**config.mk**
```make
export PLATFORM = sky130hd
export DESIGN_NAME = reaction_ctrl
export DESIGN_NICKNAME = d
export VERILOG_FILES = /design/src/rtl/reaction_ctrl.sv
export SDC_FILE = /design/constraint.sdc
export NUM_CORES = 1
export LEC_CHECK = 0
export BUFFER_PORTS_ARGS = -buffer_cell sky130_fd_sc_hd__buf_4
export CORE_UTILIZATION = 45
export DETAILED_ROUTE_END_ITERATION = 6
export HOLD_SLACK_MARGIN = 0.12
export PLACE_DENSITY = 0.61
export SYNTH_ARGS = -nofsm -noshare
export SYNTH_HDL_FRONTEND = slang
export SYNTH_SLANG_ARGS = --single-unit
```
**constraint.sdc**
```tcl
create_clock -name clk -period 3.9 [get_ports clk]
set_input_delay 0.585 -clock clk [delete_from_list [all_inputs] [get_ports clk]]
set_output_delay 0.585 -clock clk [all_outputs]
set_load 0.01 [all_outputs]
```
**src/rtl/reaction_ctrl.sv**
```systemverilog
// reaction_ctrl: top-level sequencer for the reaction-timer game.
// Drives the start-light FSM and measures reaction time in ms.
module reaction_ctrl #(
   parameter int CLK_PER_MS = 50000,
   parameter int LIGHT_MS   = 500,
   parameter int MAX_MS     = 9999
) (
   input  logic        clk,
   input  logic        rst_n,
   input  logic        start_btn,
   input  logic        react_btn,
   input  logic        lights_full,
   input  logic        delay_done,
   output logic        light_trigger,
   output logic        light_tick,
   output logic [13:0] react_ms,
   output logic [13:0] best_ms,
   output logic        result_valid,
   output logic        jump_start,
   output logic        busy
);

   localparam int MSW = (CLK_PER_MS > 1) ? $clog2(CLK_PER_MS) : 1;
   localparam int LTW = (LIGHT_MS > 1) ? $clog2(LIGHT_MS) : 1;
   localparam logic [MSW-1:0] MS_LAST = MSW'(CLK_PER_MS - 1);
   localparam logic [LTW-1:0] LT_LAST = LTW'(LIGHT_MS - 1);
   localparam logic [13:0]    MAX_V   = 14'(MAX_MS);

   typedef enum logic [2:0] {
      IDLE,
      ARM,
      SEQ,
      HOLD,
      TIMING,
      FOUL,
      DONE
   } state_t;

   state_t state;
   state_t next_state;

   logic           start_q;
   logic           react_q;
   logic           start_rise;
   logic           react_rise;
   logic [MSW-1:0] ms_cnt;
   logic [LTW-1:0] light_cnt;
   logic           ms_tick;
   logic           light_wrap;
   logic           tick_q;
   logic           hold_tick;
   logic           ms_clr;
   logic           light_clr;
   logic           ms_run;
   logic           light_run;
   logic           changing;
   logic [13:0]    react_inc;
   logic           timeout;

   assign start_rise = start_btn & ~start_q;
   assign react_rise = react_btn & ~react_q;
   assign light_tick = tick_q | hold_tick;

   always_comb begin
      changing   = (next_state != state);
      ms_run     = state inside {SEQ, HOLD, TIMING, FOUL};
      light_run  = state inside {SEQ, FOUL};
      ms_tick    = ms_run && (ms_cnt == MS_LAST);
      light_wrap = light_run && ms_tick && (light_cnt == LT_LAST);
      react_inc  = react_ms + 14'd1;
      timeout    = ms_tick && (react_inc >= MAX_V);
      ms_clr     = (state == ARM) ||
                   (changing && (next_state inside {SEQ, TIMING, FOUL}));
      light_clr  = (state == ARM) ||
                   (changing && (next_state == FOUL));
   end

   always_comb begin
      next_state = state;
      hold_tick  = 1'b0;
      unique case (state)
         IDLE: begin
            if (start_rise) next_state = ARM;
         end
         ARM: begin
            next_state = SEQ;
         end
         SEQ: begin
            if (react_rise) next_state = FOUL;
            else if (lights_full) next_state = HOLD;
         end
         HOLD: begin
            if (react_rise) begin
               next_state = FOUL;
            end else if (delay_done) begin
               // lights out is signalled in the sampling cycle itself
               hold_tick  = 1'b1;
               next_state = TIMING;
            end
         end
         TIMING: begin
            if (react_rise || timeout) next_state = DONE;
         end
         FOUL: begin
            if (tick_q && delay_done) next_state = DONE;
         end
         DONE: begin
            if (start_rise) next_state = ARM;
         end
         default: begin
            next_state = IDLE;
         end
      endcase
   end

   always_ff @(posedge clk or negedge rst_n) begin
      if (!rst_n) begin
         state   <= IDLE;
         start_q <= 1'b0;
         react_q <= 1'b0;
      end else begin
         state   <= next_state;
         start_q <= start_btn;
         react_q <= react_btn;
      end
   end

   always_ff @(posedge clk or negedge rst_n) begin
      if (!rst_n) begin
         ms_cnt    <= '0;
         light_cnt <= '0;
         tick_q    <= 1'b0;
      end else begin
         if (ms_clr || ms_tick) ms_cnt <= '0;
         else if (ms_run) ms_cnt <= ms_cnt + 1'b1;

         if (light_clr) light_cnt <= '0;
         else if (light_wrap) light_cnt <= '0;
         else if (light_run && ms_tick) light_cnt <= light_cnt + 1'b1;

         tick_q <= light_wrap && !changing;
      end
   end

   always_ff @(posedge clk or negedge rst_n) begin
      if (!rst_n) begin
         light_trigger <= 1'b0;
         busy          <= 1'b0;
      end else begin
         light_trigger <= (next_state == SEQ);
         busy          <= !(next_state inside {IDLE, DONE});
      end
   end

   always_ff @(posedge clk or negedge rst_n) begin
      if (!rst_n) begin
         react_ms     <= '0;
         best_ms      <= MAX_V;
         result_valid <= 1'b0;
         jump_start   <= 1'b0;
      end else if (next_state == ARM && changing) begin
         react_ms     <= '0;
         result_valid <= 1'b0;
         jump_start   <= 1'b0;
      end else if (next_state == FOUL && changing) begin
         jump_start <= 1'b1;
      end else if (state == TIMING) begin
         if (react_rise) begin
            result_valid <= 1'b1;
            if (react_ms < best_ms) best_ms <= react_ms;
         end else if (ms_tick) begin
            react_ms <= (react_inc >= MAX_V) ? MAX_V : react_inc;
            if (timeout) result_valid <= 1'b1;
         end
      end
   end

endmodule

```
After elaboration in Yosys (flattened, before gate mapping):

Index checks and enable logic that the tools add are counted.

* bits in registers: 63
* output and inout bits: 33

* add/sub/neg operators: 3
* order comparisons: 2
* equal/unequal tests: 16
* multiplexer cells: 30
* bitwise logic cells: 7
* reduce and logical (&&, ||, !) cells: 32

Operators with widths (number)
* 14-bit two-way mux: 6
* 16-bit two-way mux: 2
* 9-bit two-way mux: 3
* 3-bit two-way mux: 7
* 3-bit == test (second input constant): 6
* 3-bit case mux with 6 select lines: 1
* 16-bit by 1-bit adder with 16-bit output (second input constant): 1
* 16-bit == test (second input constant): 1
* 14-bit by 1-bit adder with 14-bit output (second input constant): 1
* 14-bit greater-or-equal comparator (second input constant): 1
* 14-bit < comparator: 1
* 2-bit nonzero test: 6
* 3-bit nonzero test: 4
* 1-bit two-way mux: 11
* 9-bit by 1-bit adder with 9-bit output (second input constant): 1
* 3-bit by 2-bit == test with 1-bit output (second input constant): 3
* 9-bit == test (second input constant): 1
* 1-bit logical AND: 9
* 4-bit AND reduction: 2
* 3-bit by 1-bit == test with 1-bit output (second input constant): 2
* 3-bit zero test: 2
* 5-bit AND reduction: 1
* 1-bit logical OR: 4
* 2-bit by 1-bit != test with 1-bit output (second input constant): 2
* other kinds (7): 12

Logic depth before layout (Yosys ltp):

* word-level depth: 13
* mapped depth: 10
* mapped depth without buffers: 8

Worst setup path after synthesis:

OpenSTA, ideal clock, no wires.

* path type: register to register
* start point: register react_ms[1]
* end point: register react_ms[11]
* data arrival time: 2.654 ns
* data required time: 3.776 ns
* path slack: 1.122 ns
* stages on the path, launching flop included: 10
* buffers on the path: 1
* clock period less this slack: 2.778 ns
* cell sequence: dfrtp_1 -> ha_1 -> nand4_1 -> or4_4 -> or3b_1 -> a211oi_2 -> a211o_4 -> buf_6 -> nor2_1 -> a211o_1

* word-level cells in the longest chain between the ends: 10
* elaborated cells on any way between the ends: 22

RTL lines
* from (decl): line 16 `output logic [13:0] react_ms,`
* from (signal assigned): line 172 `react_ms <= (react_inc >= MAX_V) ? MAX_V : react_inc;`
* 14-bit by 1-bit adder with 14-bit output (*): line 70 `react_inc = react_ms + 14'd1;`
* 14-bit greater-or-equal comparator: line 71, 172
* 1-bit logical AND: line 71 `timeout = ms_tick && (react_inc >= MAX_V);`
* 1-bit logical OR: line 102 `if (react_rise || timeout) next_state = DONE;`
* 3-bit two-way mux: line 102
* 3-bit case mux with 6 select lines: line 81 `unique case (state)`
* 3-bit == test (tied with other cells): line 165 `end else if (next_state == FOUL && changing) begin`
* 1-bit logical AND, on equally long branches: line 165, 161
* 2-bit by 1-bit != test with 1-bit output (no line) or 2-bit nonzero test (tied branches)
* 4-bit AND reduction (no line)

Mark *: on every way between the ends. The rest lies on a longest branch, timed or not. The select of a mux whose other input is x is not followed.
A chain may end at the register's enable or synchronous reset.

Final worst setup path:

* start point: register react_ms[1]
* end point: register react_ms[3]

Same word-level chain as after synthesis.

==> flow_summary.ini <==
[global_routing]
grt_pass1_wl_mm = 14.3
antenna_found_initial = 0
grt_pass1_vias = 2964
grt_usage_pct = 20.9
gr-total-overflow = 0
grt_max_degree = 64

[worst_setup_path]
critPathSlowestCell = or4_4
max_stage_delay_ns = 0.56
cp.arrival_ns = 3.52
rrSetupSlack_ns = 0.66
crit_buf_inv = 0
critPathKind = reg2reg
endpoint_kind = register
reg2reg_to = react_ms[3]
path_cells = ha_1 -> nand4_1 -> or4_4 -> or3b_1 -> a211oi_2 -> a21oi_1 -> a21oi_1 -> o221a_2
critPathLaunchType = register
crit_family = simple AND/OR/NAND/NOR gates
required_ns = 4.17
r2r-start = react_ms[1]
crit_fanout = 13
r2r_cells = 8
critPathMostFrequentCell = a21oi_1

[layout]
finish.utilization_pct = 52.8
multi_input_area_um2 = 2060
area_growth_pct = 13.6
drive_gt1_share_pct = 20.4
antennaDiodeCount = 0
nets = 460
fillers = 780
regArea_um2 = 1590

[logic_synthesis]
avgSynthCellArea_um2 = 9.45
syn_area_um2 = 3820
synth_area_leaders = dfrtp_1 (36%), ha_1 (5.6%), dfstp_2 (5.5%)
synth-seq-cells = 63
synth.distinct_cells = 65
synth_common_cells = dfrtp_1 (55), nand2_1 (42), nor2_1 (41), inv_1 (22)
async_reset_ff_share_pct = 100
synth_edf_count = 0
synth_top_area_share_pct = 36.0
synth_top_area_cell = dfrtp_1
synth_cells = 404
yosysWarnings = 0
seq_area_frac_synth_pct = 41.5
synth_most_common_cell = dfrtp_1
synth_nets = 427
synthFlopType = dfrtp_1

[status]
status = completed

[floorplanning]
die_x_um = 94.1
rows = 33
die_area_um2 = 8860
dieHeight_um = 94.1
start_util_pct = 46.5
core_area_um2 = 8220
io_pins = 39

[power]
power.density_nw_per_um2 = 417
total_power_uw = 1810
p_sw_uw = 612
p_int_uw = 1200
comb_power_share_pct = 28.7
p_clk_share_pct = 27.2
p_sw_share_pct = 33.8
vdd_drop_max_v = 0.000166
seq_power_share_pct = 44.2
p_leak_uw = 0.00197

[clock_tree]
ctsLongestPathBuffers = 2
path_clk_slew_ns = 0.07
cts.sinks = 63
postCtsSetupRepairBufs = 0
hold_buffers = 0
cts_tree = yes
ctsHtreeMaxLevel = 3
cts_root_buffer = clkbuf_8
numCtsBuffers = 9
clk_latency_ns = 0.34
post_cts_resize_count = 0

[place]
io_buffers = 38
place_congestion = 0.879
pre_cts_slack_ns = 0.710
dpl.hpwl_mm = 5.80

[timing]
period_share_pct = 83.2
worst_pin_slew_ns = 0.796
setup_viol_count_final = 0
clock_skew_ns = 0.0124
slew_violations = 0
final-hold-violation-count = 0
worst_slack_ns = 0.656
slew_headroom_pct = 46.9
finalSetupTns_ns = 0
fin_crit_ns = 3.24
holdWs_ns = 0.312
rsz0062_at_grt = no
clock.fmax_mhz = 308

[detailed_routing]
vias_per_cell = 5.61
wl_per_cell_um = 15.0
ant_nets = 0
vias = 3070
drt-initial-drc-count = 168
wirelength_mm = 8.19
drt-pass1-iter-count = 5
drc_errors = 0

[hold_path]
min_path_type = in2async

[flow_run]
cap_violations = 0
[flip-flops by register name, summed over array words and instances, names as in the netlist]
signal         cells
best_ms           14
busy               1
jump_start         1
light_cnt          9
light_trigger      1
ms_cnt            16
react_ms          14
react_q            1
result_valid       1
start_q            1
state              3
tick_q             1
[metrics by stage]
step           std cells  cell area [um2]
3_5_place_dp         531             4170
2_1_floorplan        404             3820
3_3_place_gp         531             4170
4_1_cts              547             4340
5_1_grt              547             4340
6_report             547             4340
[per-layer routing]
layer / wire length, um / up-vias / global-route usage, %
met2: 3930 / 73 / 34.2
met5: 0 / - / 0
met1: 3770 / 1477 / 27.0
met4: 136 / 0 / 9.23
met3: 342 / 12 / 3.64
li1: - / 1508 / -
[cells in the final DEF (no fill, tap or decap), types with 6 or more instances in the layout]
cell type / instances
a21oi_1: 16
mux2_2: 13
nand2b_1: 7
dfstp_2: 8
inv_1: 22
clkbuf_8: 10
nand4_1: 10
nor2_1: 41
nor3_1: 7
buf_4: 42
nand3_1: 15
ha_1: 17
a21o_1: 7
xor2_1: 17
xnor2_1: 12
and4_1: 6
dfrtp_1: 55
nand2_1: 42
[cell type report]
| cell class | instances | area share (%) |
|---|---|---|
| repair buffers | 42 | 7.27 |
| well taps | 105 | 3.03 |
| clock buffers | 12 | 3.34 |
| inverters | 22 | 1.90 |
| multi-input cells | 299 | 47.4 |
| flip-flops and latches | 63 | 36.6 |
| clock inverters | 4 | 0.519 |
[power groups by stage]
stage          sequential, uW  combinational [uW]  clock, uW
3_5_place_dp              809                 533          0
4_1_cts                   798                 534        508
3_3_place_gp              811                 523          0
6_report                  799                 519        492
5_1_grt                   809                 591        541
2_1_floorplan             788                 383          0
[worst max-delay path by stage]
stage,from,end,slack [ns],cells past startpoint
after CTS,react_ms[1],react_ms[3],0.67,8
after global routing,react_ms[1],react_ms[3],0.44,8
after global placement,react_ms[1],react_ms[3],0.80,8
final,react_ms[1],react_ms[3],0.66,8
after detailed placement,react_ms[1],react_ms[3],0.71,8
after floorplan,react_ms[1],react_ms[11],1.12,9
[cells by family after synthesis]
logic type | Yosys count | share of synthesized area, %
xor gates and xnor gates | 29 | 6.65
AOI/OAI and AO/OA | 68 | 13.2
muxes | 19 | 5.54
adders and majority gates | 17 | 5.57
buffers and inverters | 42 | 4.62
DFF | 63 | 41.5
and+or+nand+nor | 166 | 22.9
(Power assumes the default switching activity.)
